`src/rtl/wam_defs_pkg.sv`:
```
// Shared definitions for the whack-a-mole game: FSM state encodings and common widths.
package wam_defs;

    localparam int NUM_HOLES = 9;
    localparam int MISS_W    = 4;

    typedef enum logic [1:0] {
        ST_IDLE = 2'd0,
        ST_PLAY = 2'd1,
        ST_OVER = 2'd2
    } state_e;

endpackage

```
`src/rtl/hit_judge_edge_detector.sv`:
```
// Rising-edge detector: registers the previous input value and flags bits that went 0 -> 1.
module edge_detector #(
    parameter int WIDTH = 1
) (
    input  logic             clk,
    input  logic             reset,
    input  logic [WIDTH-1:0] d_i,
    output logic [WIDTH-1:0] rise_o
);

    logic [WIDTH-1:0] prev_q;

    always_ff @(posedge clk) begin
        if (!reset) begin
            prev_q <= '0;
        end else begin
            prev_q <= d_i;
        end
    end

    assign rise_o = d_i & ~prev_q;

endmodule

```
`src/rtl/hit_judge.sv`:
```
// Judges button presses against lit holes, keeps score/misses and runs the IDLE/PLAY/OVER game FSM.
// Define WAM_WRONG_PRESS_PENALTY_EN to count presses on unlit holes as misses.
module hit_judge
    import wam_defs::*;
#(
    parameter int NUM_HOLES  = wam_defs::NUM_HOLES,
    parameter int SCORE_W    = 10,
    parameter int MAX_MISSES = 3
) (
    input  logic                 clk,
    input  logic                 reset,
    input  logic                 start,
    input  logic [NUM_HOLES-1:0] lights,
    input  logic [NUM_HOLES-1:0] buttons,
    output logic [SCORE_W-1:0]   score,
    output logic [MISS_W-1:0]    misses,
    output logic                 hit_pulse,
    output logic                 miss_pulse,
    output logic                 playing,
    output logic                 game_over
);

    localparam logic [MISS_W-1:0] MaxMissesC = MISS_W'(MAX_MISSES);

    state_e               state_q, state_d;
    logic [NUM_HOLES-1:0] lights_q;
    logic [NUM_HOLES-1:0] whacked_q, whacked_d;
    logic [SCORE_W-1:0]   score_q, score_d;
    logic [MISS_W-1:0]    misses_q, misses_d;
    logic                 hit_pulse_q, hit_pulse_d;
    logic                 miss_pulse_q, miss_pulse_d;
    logic                 playing_q, game_over_q;

    logic [NUM_HOLES-1:0] press;
    logic [NUM_HOLES-1:0] hitVec;
    logic                 wrongPress;
    logic                 expiry;
    logic                 missEvent;

    edge_detector #(
        .WIDTH (NUM_HOLES)
    ) u_press_det (
        .clk    (clk),
        .reset  (reset),
        .d_i    (buttons),
        .rise_o (press)
    );

    assign hitVec = press & lights & ~whacked_q;
    // A mole that vanishes without being hit in its flash is a miss.
    assign expiry = (lights_q != '0) && (lights == '0) && (whacked_q == '0);

`ifdef WAM_WRONG_PRESS_PENALTY_EN
    assign wrongPress = |(press & ~lights);
`else
    assign wrongPress = 1'b0;
`endif

    assign missEvent = expiry || wrongPress;

    always_comb begin
        state_d      = state_q;
        score_d      = score_q;
        misses_d     = misses_q;
        whacked_d    = (lights == '0) ? '0 : whacked_q;
        hit_pulse_d  = 1'b0;
        miss_pulse_d = 1'b0;

        unique case (state_q)
            ST_IDLE, ST_OVER: begin
                if (start) begin
                    state_d   = ST_PLAY;
                    score_d   = '0;
                    misses_d  = '0;
                    whacked_d = '0;
                end
            end
            ST_PLAY: begin
                // A hit suppresses any miss in the same cycle; at most one miss is counted per cycle.
                if (hitVec != '0) begin
                    score_d     = (score_q == '1) ? score_q : score_q + SCORE_W'(1);
                    whacked_d   = whacked_q | hitVec;
                    hit_pulse_d = 1'b1;
                end else if (missEvent) begin
                    misses_d     = misses_q + MISS_W'(1);
                    miss_pulse_d = 1'b1;
                    if (misses_d == MaxMissesC) begin
                        state_d = ST_OVER;
                    end
                end
            end
            default: begin
                state_d = ST_IDLE;
            end
        endcase
    end

    always_ff @(posedge clk) begin
        if (!reset) begin
            state_q      <= ST_IDLE;
            lights_q     <= '0;
            whacked_q    <= '0;
            score_q      <= '0;
            misses_q     <= '0;
            hit_pulse_q  <= 1'b0;
            miss_pulse_q <= 1'b0;
            playing_q    <= 1'b0;
            game_over_q  <= 1'b0;
        end else begin
            state_q      <= state_d;
            lights_q     <= lights;
            whacked_q    <= whacked_d;
            score_q      <= score_d;
            misses_q     <= misses_d;
            hit_pulse_q  <= hit_pulse_d;
            miss_pulse_q <= miss_pulse_d;
            playing_q    <= (state_d == ST_PLAY);
            game_over_q  <= (state_d == ST_OVER);
        end
    end

    assign score      = score_q;
    assign misses     = misses_q;
    assign hit_pulse  = hit_pulse_q;
    assign miss_pulse = miss_pulse_q;
    assign playing    = playing_q;
    assign game_over  = game_over_q;

endmodule

```
`config.mk`:
```
export PLATFORM = sky130hd
export DESIGN_NAME = hit_judge
export DESIGN_NICKNAME = d
export VERILOG_FILES = /design/src/rtl/wam_defs_pkg.sv /design/src/rtl/hit_judge_edge_detector.sv /design/src/rtl/hit_judge.sv
export SDC_FILE = /design/constraint.sdc
export NUM_CORES = 1
export LEC_CHECK = 0
export BUFFER_PORTS_ARGS = -buffer_cell sky130_fd_sc_hd__buf_2
export CAP_MARGIN = 10
export CORE_MARGIN = 4
export CORE_UTILIZATION = 45
export CTS_CLUSTER_SIZE = 24
export DETAILED_ROUTE_END_ITERATION = 10
export PLACE_DENSITY = 0.76
export REMOVE_ABC_BUFFERS = 1
export SYNTH_ARGS = -nofsm -noshare
export SYNTH_HDL_FRONTEND = slang
export SYNTH_SLANG_ARGS = --single-unit
```
`constraint.sdc`:
```
create_clock -name clk -period 4.21 [get_ports clk]
set_clock_uncertainty 0.15 [all_clocks]
set_input_delay 0.6315 -clock clk [delete_from_list [all_inputs] [get_ports clk]]
set_output_delay 0.6315 -clock clk [all_outputs]
set_load 0.01 [all_outputs]
```
==> impl_metrics.env <==
export IMPL_post_route_period_util_pct=50.0
export IMPL_criticalPathCategory="input port to flip-flop"
export IMPL_cts_buffers_inserted=5
export IMPL_cts_setup_buffers=0
export IMPL_timing_critical_path_to_type="flip-flop"
export IMPL_placedCellCount=307
export IMPL_timing_final_ws_setup_ns=2.11
export IMPL_drc=0
export IMPL_design_core_area_um2=4410
export IMPL_required_ns=4.28
export IMPL_drt_total_wl_mm=4.44
export IMPL_ant_nets=0
export IMPL_cts_tree="done"
export IMPL_cts_resized=0
export IMPL_cts_root_buf="clkbuf_8"
export IMPL_drtIter0Drc=60
export IMPL_synth_cells=224
export IMPL_max_freq_ghz=0.475
export IMPL_grt_ovfl_total=0
export IMPL_grt_use_total_pct=16.6
export IMPL_synthDistinctLibCells=47
export IMPL_syn_area_um2=2070
export IMPL_synth_seq_cells=47
export IMPL_wl_per_cell_um=14.1
export IMPL_nNetsFinal=286
export IMPL_fin_cells=315
export IMPL_clk_pin_slew_ns=0.09
export IMPL_slew_violations=0
export IMPL_first_pass_iters=4
export IMPL_clk_latency_ns=0.30
export IMPL_leakagePower_nw=0.997
export IMPL_synth_seq_area_share_pct=45.5
export IMPL_postCtsHoldBufs=0
export IMPL_io_pins=39
export IMPL_grt_max_degree=36
export IMPL_num_vias=1729
export IMPL_peakVddDrop_uv=208
export IMPL_grt_first_pass_wirelength_mm=7.27
export IMPL_startpoint_type="input port"
export IMPL_power_density_nw_per_um2=388
export IMPL_antenna_found_initial=0
export IMPL_finalHoldViolations=0
export IMPL_gp_congestion=0.834
export IMPL_clockBufferDepth=2
export IMPL_die_y_um=75.8
export IMPL_ys_warn_count=0
export IMPL_setup_viol=0
export IMPL_worstMarginPinSlew_ns=0.633
export IMPL_fin_total_pwr_uw=940
export IMPL_syn_area_per_cell_um2=9.23
export IMPL_max_cap_viol_count=0
export IMPL_area_growth_pct=17.1
export IMPL_die_x_um=75.8
export IMPL_antenna_cells=0
export IMPL_rsz0062_at_grt="false"
export IMPL_initial_core_util_pct=46.8
export IMPL_dp_slack_ns=1.80
export IMPL_drive_gt1_share_pct=25.1
export IMPL_worst_path_max_fanout=35
export IMPL_numPortBuffers=38
export IMPL_h_tree_depth=2
export IMPL_grt_pass1_vias=1605
export IMPL_hp_class="flip-flop to flip-flop"
export IMPL_fin_crit_ns=2.10
export IMPL_cts_sinks=47
export IMPL_setup_tns_ns=0
export IMPL_maxSlewHeadroom_pct=57.7
export IMPL_async_reset_ff_share_pct=0
export IMPL_final_util_pct=54.8
export IMPL_cp_arrival_ns=2.18
export IMPL_dpl_hpwl_mm=3.31
export IMPL_vias_per_cell=5.49
export IMPL_fp_dieArea_um2=5740
export IMPL_status="finished clean"
export IMPL_rows=24
export IMPL_synthFlopType="dfxtp_1"
export IMPL_fillCellCount=400
export IMPL_synth_edf_count=0
[synth_stat cells, types with 2 or more instances]
cell type | count | area [um^2]
a21oi_1 | 3 | 15.0
o22ai_1 | 2 | 12.5
o21a_1 | 2 | 15.0
o31ai_1 | 9 | 67.6
and4bb_2 | 9 | 113
inv_1 | 3 | 11.3
nor4_1 | 4 | 25.0
nor3_1 | 5 | 25.0
o211ai_1 | 2 | 15.0
a31oi_1 | 6 | 37.5
nand3_1 | 6 | 30.0
and2_1 | 19 | 119
dfxtp_1 | 47 | 941
nand2_1 | 34 | 128
nand4_1 | 2 | 12.5
or4_1 | 5 | 37.5
a21boi_0 | 2 | 15.0
a21boi_1 | 2 | 15.0
and3_1 | 4 | 25.0
or3_1 | 2 | 12.5
a31o_2 | 4 | 35.0
o2111ai_1 | 2 | 17.5
ha_1 | 3 | 37.5
nor2_1 | 12 | 45.0
nand2b_1 | 3 | 18.8
o21ai_0 | 6 | 30.0
clkbuf_1 | 4 | 15.0
nor2b_1 | 2 | 12.5
nand3b_1 | 2 | 15.0
[per-stage QoR]
stage          cell area [um^2]  hold WS, ns
2_1_floorplan              2030        0.263
3_3_place_gp               2280        0.268
3_5_place_dp               2280        0.278
4_1_cts                    2420        0.293
5_1_grt                    2420        0.307
6_report                   2420        0.288
[final cells by class]
cell class / instances / area, um^2 / area share, %
multi-input cells: 167 / 1080 / 44.5
flip-flops and latches: 47 / 941 / 38.9
repair buffers: 38 / 190 / 7.86
inverters: 3 / 11.3 / 0.465
well taps: 52 / 65.1 / 2.69
clock buffers: 5 / 68.8 / 2.84
clock inverters: 3 / 67.6 / 2.79
[registers in the layout, indices dropped and copies added (netlist names)]
signal              count
misses                  4
game_over               1
hit_pulse               1
whacked_q               9
miss_pulse              1
u_press_det.prev_q      9
lights_q                9
state_q                 2
playing                 1
score                  10
[path summary, 6_finish.rpt]
kind | from | end | slack, ns | cells past startpoint
max | reset | whacked_q[0]$_SDFF_PN0_ | 2.11 | 5
min | u_press_det.prev_q[4]$_SDFF_PN0_ | whacked_q[4]$_SDFF_PN0_ | 0.29 | 1
max reg2reg | whacked_q[5]$_SDFF_PN0_ | playing$_SDFF_PN0_ | 2.15 | 5
min reg2reg | u_press_det.prev_q[4]$_SDFF_PN0_ | whacked_q[4]$_SDFF_PN0_ | 0.29 | 1
[power by group]
| part | total, mW | switching (mW) | internal, mW | leakage [nW] |
|---|---|---|---|---|
| combinational | 0.0842 | 0.0503 | 0.0340 | 0.547 |
| clock | 0.389 | 0.152 | 0.237 | 0.0644 |
| sequential | 0.467 | 0.00751 | 0.459 | 0.385 |
| total | 0.940 | 0.210 | 0.730 | 0.997 |
[critical path: stages]
cell     delay [ns]
buf_2          0.40
nand2_1        0.34
nor2_1         0.58
nand2_1        0.13
o31ai_1        0.08
[cells in the final DEF (no fill, tap or decap), types with 3 or more instances in the layout]
| cell type | n |
|---|---|
| o31ai_1 | 9 |
| inv_1 | 3 |
| a31oi_1 | 6 |
| nand2_1 | 34 |
| ha_1 | 3 |
| clkbuf_8 | 5 |
| or4_1 | 5 |
| nor4_1 | 4 |
| a21oi_1 | 3 |
| dfxtp_1 | 47 |
| nor3_1 | 5 |
| a31o_2 | 4 |
| nand2b_1 | 3 |
| buf_2 | 38 |
| nand3_1 | 6 |
| and2_1 | 19 |
| and3_1 | 4 |
| o21ai_0 | 6 |
| nor2_1 | 12 |
| and4bb_2 | 9 |
[layer usage]
metal  track usage (%)  part of all wire, %  wire length [um]  vias to the layer above
li1                  -                    -                 -                      892
met1              20.6                   47              2110                      798
met2              26.6                   47              2080                       31
met3              5.54                  4.0               179                        8
met4              6.41                  1.7                74                        0
met5                 0                    0                 0                        -
[logic make-up (layout without fill, tap and decap cells)]
group	Yosys count	after routing	synth area share [%]
AO/OA/AOI/OAI	41	41	13.7
XOR/XNOR	1	1	0.424
adder cells (fa/ha/maj)	3	3	1.82
buffers and inverters	10	49	2.36
flip-flops	47	47	45.5
multiplexers	1	1	0.484
AND/OR/NAND/NOR	121	121	35.7
Power figures use the tool's default switching activity.
